==> src/rtl/branch_predictor.sv <==
// Direct-mapped branch target buffer with 2-bit direction counters, combinational
// fetch-stage lookup, EX-stage resolution/redirect and branch/mispredict counters.
module branch_predictor #(
  parameter int DEPTH     = 64,
  parameter int TAG_WIDTH = 8,
  parameter int PC_WIDTH  = 32
) (
  input  logic                i_clk,
  input  logic                i_rst,
  input  logic [PC_WIDTH-1:0] i_pc_if,
  output logic                o_pred_taken,
  output logic [PC_WIDTH-1:0] o_pred_target,
  input  logic                i_upd_valid,
  input  logic [PC_WIDTH-1:0] i_upd_pc,
  input  logic                i_upd_is_br,
  input  logic                i_upd_is_jal,
  input  logic                i_upd_is_jalr,
  input  logic                i_upd_taken,
  input  logic [PC_WIDTH-1:0] i_upd_target,
  input  logic                i_upd_pred_taken,
  input  logic [PC_WIDTH-1:0] i_upd_pred_target,
  output logic                o_mispredict,
  output logic [PC_WIDTH-1:0] o_redirect_pc,
  output logic [31:0]         o_cnt_branch,
  output logic [31:0]         o_cnt_mispred
);

  localparam int IDX_W  = $clog2(DEPTH);
  localparam int TAG_LO = IDX_W + 2;
  localparam int TAG_HI = TAG_LO + TAG_WIDTH - 1;

  localparam logic [1:0] CTR_RESET     = 2'b01;
  localparam logic [1:0] CTR_BR_ALLOC  = 2'b10;
  localparam logic [1:0] CTR_JMP_ALLOC = 2'b11;

  // valid/ctr are control state and reset; tag/target/type are qualified by valid
  logic                 valid_q [DEPTH];
  logic [1:0]           ctr_q   [DEPTH];
  logic [TAG_WIDTH-1:0] tag_q   [DEPTH];
  logic [PC_WIDTH-1:0]  tgt_q   [DEPTH];
  logic                 jmp_q   [DEPTH];
  logic [31:0]          cnt_branch_q;
  logic [31:0]          cnt_mispred_q;

  function automatic logic [1:0] ctr_inc_sat(input logic [1:0] c);
    return (c == 2'b11) ? c : c + 2'b01;
  endfunction

  function automatic logic [1:0] ctr_dec_sat(input logic [1:0] c);
    return (c == 2'b00) ? c : c - 2'b01;
  endfunction

  logic [IDX_W-1:0]     if_idx;
  logic [TAG_WIDTH-1:0] if_tag;
  logic                 if_hit;

  assign if_idx = i_pc_if[TAG_LO-1:2];
  assign if_tag = i_pc_if[TAG_HI:TAG_LO];
  assign if_hit = valid_q[if_idx] && (tag_q[if_idx] == if_tag);

  assign o_pred_taken  = if_hit && (jmp_q[if_idx] || ctr_q[if_idx][1]);
  assign o_pred_target = o_pred_taken ? tgt_q[if_idx] : i_pc_if + PC_WIDTH'(4);

  logic [IDX_W-1:0]     upd_idx;
  logic [TAG_WIDTH-1:0] upd_tag;
  logic                 upd_hit;
  logic                 upd_is_jmp;
  logic                 upd_alloc;
  logic                 upd_tgt_wr;
  logic                 upd_ctr_wr;
  logic [1:0]           upd_ctr_nxt;

  assign upd_idx    = i_upd_pc[TAG_LO-1:2];
  assign upd_tag    = i_upd_pc[TAG_HI:TAG_LO];
  assign upd_hit    = valid_q[upd_idx] && (tag_q[upd_idx] == upd_tag);
  assign upd_is_jmp = i_upd_is_jal || i_upd_is_jalr;
  assign upd_alloc  = i_upd_valid && !upd_hit && i_upd_taken;
  assign upd_tgt_wr = i_upd_valid && i_upd_taken;
  assign upd_ctr_wr = upd_alloc || (i_upd_valid && upd_hit && i_upd_is_br);

  always_comb begin
    upd_ctr_nxt = ctr_q[upd_idx];
    if (upd_alloc)
      upd_ctr_nxt = upd_is_jmp ? CTR_JMP_ALLOC : CTR_BR_ALLOC;
    else if (i_upd_taken)
      upd_ctr_nxt = ctr_inc_sat(ctr_q[upd_idx]);
    else
      upd_ctr_nxt = ctr_dec_sat(ctr_q[upd_idx]);
  end

  assign o_mispredict  = i_upd_valid &&
                         ((i_upd_pred_taken != i_upd_taken) ||
                          (i_upd_taken && (i_upd_pred_target != i_upd_target)));
  assign o_redirect_pc = i_upd_taken ? i_upd_target : i_upd_pc + PC_WIDTH'(4);

  // control state: async reset wins over a same-cycle update
  always_ff @(posedge i_clk or posedge i_rst) begin
    if (i_rst) begin
      for (int i = 0; i < DEPTH; i++) begin
        valid_q[i] <= 1'b0;
        ctr_q[i]   <= CTR_RESET;
      end
      cnt_branch_q  <= '0;
      cnt_mispred_q <= '0;
    end else begin
      if (upd_alloc)    valid_q[upd_idx] <= 1'b1;
      if (upd_ctr_wr)   ctr_q[upd_idx]   <= upd_ctr_nxt;
      if (i_upd_valid)  cnt_branch_q     <= cnt_branch_q + 32'd1;
      if (o_mispredict) cnt_mispred_q    <= cnt_mispred_q + 32'd1;
    end
  end

  // entry payload, no reset
  always_ff @(posedge i_clk) begin
    if (upd_tgt_wr && !i_rst) tgt_q[upd_idx] <= i_upd_target;
    if (upd_alloc && !i_rst) begin
      tag_q[upd_idx] <= upd_tag;
      jmp_q[upd_idx] <= upd_is_jmp;
    end
  end

  assign o_cnt_branch  = cnt_branch_q;
  assign o_cnt_mispred = cnt_mispred_q;

  // word-offset and high PC bits do not participate in indexing or tagging
  logic unused_pc_bits;
  assign unused_pc_bits = ^{i_pc_if, i_upd_pc};

endmodule

==> config.mk <==
export PLATFORM = sky130hd
export DESIGN_NAME = branch_predictor
export DESIGN_NICKNAME = d
export VERILOG_FILES = /design/src/rtl/branch_predictor.sv
export SDC_FILE = /design/constraint.sdc
export NUM_CORES = 2
export LEC_CHECK = 0
export CORE_MARGIN = 8
export CORE_UTILIZATION = 55
export CTS_BUF_LIST = sky130_fd_sc_hd__clkbuf_4
export DETAILED_ROUTE_END_ITERATION = 6
export DONT_BUFFER_PORTS = 1
export HOLD_SLACK_MARGIN = 0.08
export PLACE_DENSITY = 0.81
export SYNTH_ARGS = -nofsm -noshare
export SYNTH_HDL_FRONTEND = slang
export SYNTH_SLANG_ARGS = --single-unit
==> constraint.sdc <==
create_clock -name i_clk -period 25.5 [get_ports i_clk]
set_clock_uncertainty 0.2 [all_clocks]
set_input_delay 6.375 -clock i_clk [delete_from_list [all_inputs] [get_ports i_clk]]
set_output_delay 6.375 -clock i_clk [all_outputs]
set_load 0.01 [all_outputs]
==> impl_metrics.yaml <==
place:
  post_dp_cell_area_mm2: 0.123
  pre_cts_slack_ns: 8.22
  io_buffers: 0
  dpl.hpwl_mm: 195
  place.gp.congestion: 0.930
clocking:
  clk_pin_slew_ns: 0.06
  post_cts_buffers: 0
  clk_path_buf_depth: 4
  tritoncts: "done"
  cts_hold_buf: 0
  cts_buffers: 707
  cts-resized-gates: 0
  root_buffer: "clkbuf_4"
  cts_sinks: 2880
  clock_latency_ns: 1.49
  h-tree-depth: 6
critical_path:
  cp_data_required_time_ns: 18.92
  crit_path_max_fanout: 197
  r2r_slack_ns: 19.21
  crit_type: "input port to primary output"
  cp-startpoint: "i_pc_if[3]"
  cp_data_arrival_time_ns: 11.17
  cp-start-kind: "input port"
  end_kind: "primary output"
  worstReg2RegStart: "tag_q[20][2]"
synth:
  synth_seq_cells: 2880
  synthMuxAreaShare: 0.187
  avgSynthCellArea_um2: 19.9
  netlist_area_mm2: 0.119
  synth_cells: 6011
  yosys.area_share.simple: 0.0287
  synth_edf_count: 2624
  synth_xor_area_frac: 0.0117
  yosysTopAreaCell: "edfxtp_1"
  synth_compound_area_frac: 0.0416
  ys.flop_type: "edfxtp_1"
  syn-num-nets: 6151
  yosysWarnings: 0
  synth-async-reset-ratio: 0.0889
  synth.most_common_cell: "edfxtp_1"
  synth_top_family_by_area: "multiplexers"
  synth_fa_ha_area_frac: 0.000503
  ys_seq_area_frac: 0.714
  synth_top_area_share: 0.660
  synthTopCellsByCount: "edfxtp_1 (2624), mux4_2 (890), nand2_1 (225)"
  synthDistinctLibCells: 82
  ys_top_cells_by_area: "edfxtp_1 (66%), mux4_2 (17%), dfrtp_1 (4.0%)"
grt:
  grt_pass1_wl_mm: 505
  grt_pass1_vias: 70318
  grt_max_degree: 683
  gr-usage-all-layers: 0.307
  antenna_found_initial: 32
  grt-ovfl-total: 0
pwr:
  leakagePower_nw: 43.0
  cellPowerDensity_mw_per_mm2: 72.2
  p_sw_frac: 0.227
  clkPwrFrac: 0.391
  p_sw_w: 0.00217
  combPwrFrac: 0.056
  p_int_w: 0.00737
  p_seq_frac: 0.553
  irDropWorstVdd_mv: 0.0564
sta:
  setup_viol: 0
  worst_slew_pin_slew_ns: 1.48
  max_freq_ghz: 0.0564
  hold_viol_final: 0
  fin_crit_sh: 0.696
  grt_setup_unrepaired: "no"
  worst_slack_ns: 7.75
  finalCriticalPeriod_ns: 17.75
  final_max_slew_viol_count: 0
  relSlewSlack: 0.0105
  setup_tns_ns: 0
finish:
  final_layout_size_suffix_gt1_frac: 0.354
  postLayoutCellArea_mm2: 0.132
  area_delta_synth_final_pct: 10.6
  fin_nets: 6645
die:
  initial_core_util: 0.551
  fp.dieW_um: 482
  io_pins: 266
  die_area_mm2: 0.232
  rows: 171
  fp.dieH_um: 482
  core_area_mm2: 0.217
route:
  via_per_inst: 7.05
  wl_per_cell_um: 36.9
  ant_nets: 0
  vias: 69760
  drt-pass1-iter-count: 7
  drc: 7
  drtIter0Drc: 10871
  wl_mm: 364
status:
  run_status: "complete, but fails checks"
  violations: "DRC, capacitance limit"
flow_run:
  maxCapViolations: 1
min_path:
  min_from: "valid_q[42]"
  hp-class: "register to register"
## cell type report
class	count	area (um2)
inverter	59	229
clock inverter	178	847
fill	14653	84400
antenna	22	55.1
multi-input combinational	2678	32800
tap	2854	3570
clock buffer	1039	7800
timing repair buffer	179	1510
sequential	2880	85300
## per-stage QoR
step	std cells	total power, W	hold slack (ns)	util
after floorplan	6011	0.00576	0.243	-
after global placement	8646	0.00585	0.269	0.569
after detailed placement	8646	0.00586	0.278	0.569
after CTS	9863	0.00953	0.293	0.609
after global routing	9875	0.00982	0.305	0.610
final	9889	0.00953	0.298	0.610
## routing by layer
layer	track usage	part of all wire	vias to the layer above
met1	0.375	0.32	35156
met5	0	0.00037	-
li1	-	-	26553
met3	0.112	0.15	1505
met2	0.461	0.45	6526
met4	0.208	0.082	20
## cell usage in the layout (no fill, tap or decap), drive strengths merged, types with 20 or more instances in the layout
master	n
edfxtp	2624
clkbuf	1039
mux4	890
nand2	226
nor2	215
dfrtp	192
buf	179
clkinv	157
o21ai	120
mux2i	108
mux2	107
a21oi	104
xnor2	89
xor2	70
inv	70
dfstp	64
a311oi	59
a221oi	53
nand3	53
a22oi	52
a211oi	40
or2	36
o22ai	35
o22a	35
o21bai	33
a31o	31
nand4	30
nor3	30
and3	23
diode	22
a221o	20
## path summary, 6_finish.rpt
check / end / cells past startpoint
max: o_pred_target[8] / 7
min: valid_q[42] / 1
max reg2reg: ctr_q[123] / 12
min reg2reg: valid_q[42] / 1
max in group asynchronous: valid_q[45] / 3
min in group asynchronous: valid_q[2] / 1
## state kept, by name, indices dropped and copies added (netlist names)
name / cells
o_cnt_branch: 32
tag_q: 512
tgt_q: 2048
jmp_q: 64
valid_q: 64
ctr_q: 128
o_cnt_mispred: 32
## cells by family (layout without fill, tap and decap cells)
logic type               count (synthesis)  after routing
AO/OA/AOI/OAI                          690            690
XOR/XNOR                               159            159
adder cells (fa/ha/maj)                  5              5
buffers and inverters                  453           1455
flip-flops                            2880           2880
multiplexers                          1105           1105
other                                    0             22
AND/OR/NAND/NOR                        719            719
## power by group through the flow
stage,sequential [W],clock [W],combinational (W)
after CTS,0.00527,0.00376,0.000496
after detailed placement,0.00537,0,0.000494
after floorplan,0.00535,0,0.000404
after global placement,0.00537,0,0.000482
after global routing,0.00527,0.00400,0.000552
final,0.00527,0.00373,0.000534
## critical path, stage by stage
cell and delay [ns]:
buf_16 0.63, buf_16 0.68, buf_16 0.74, mux4_2 0.43, mux4_2 0.54, mux4_2 0.69, mux2_1 0.47
Power figures use the tool's default switching activity.
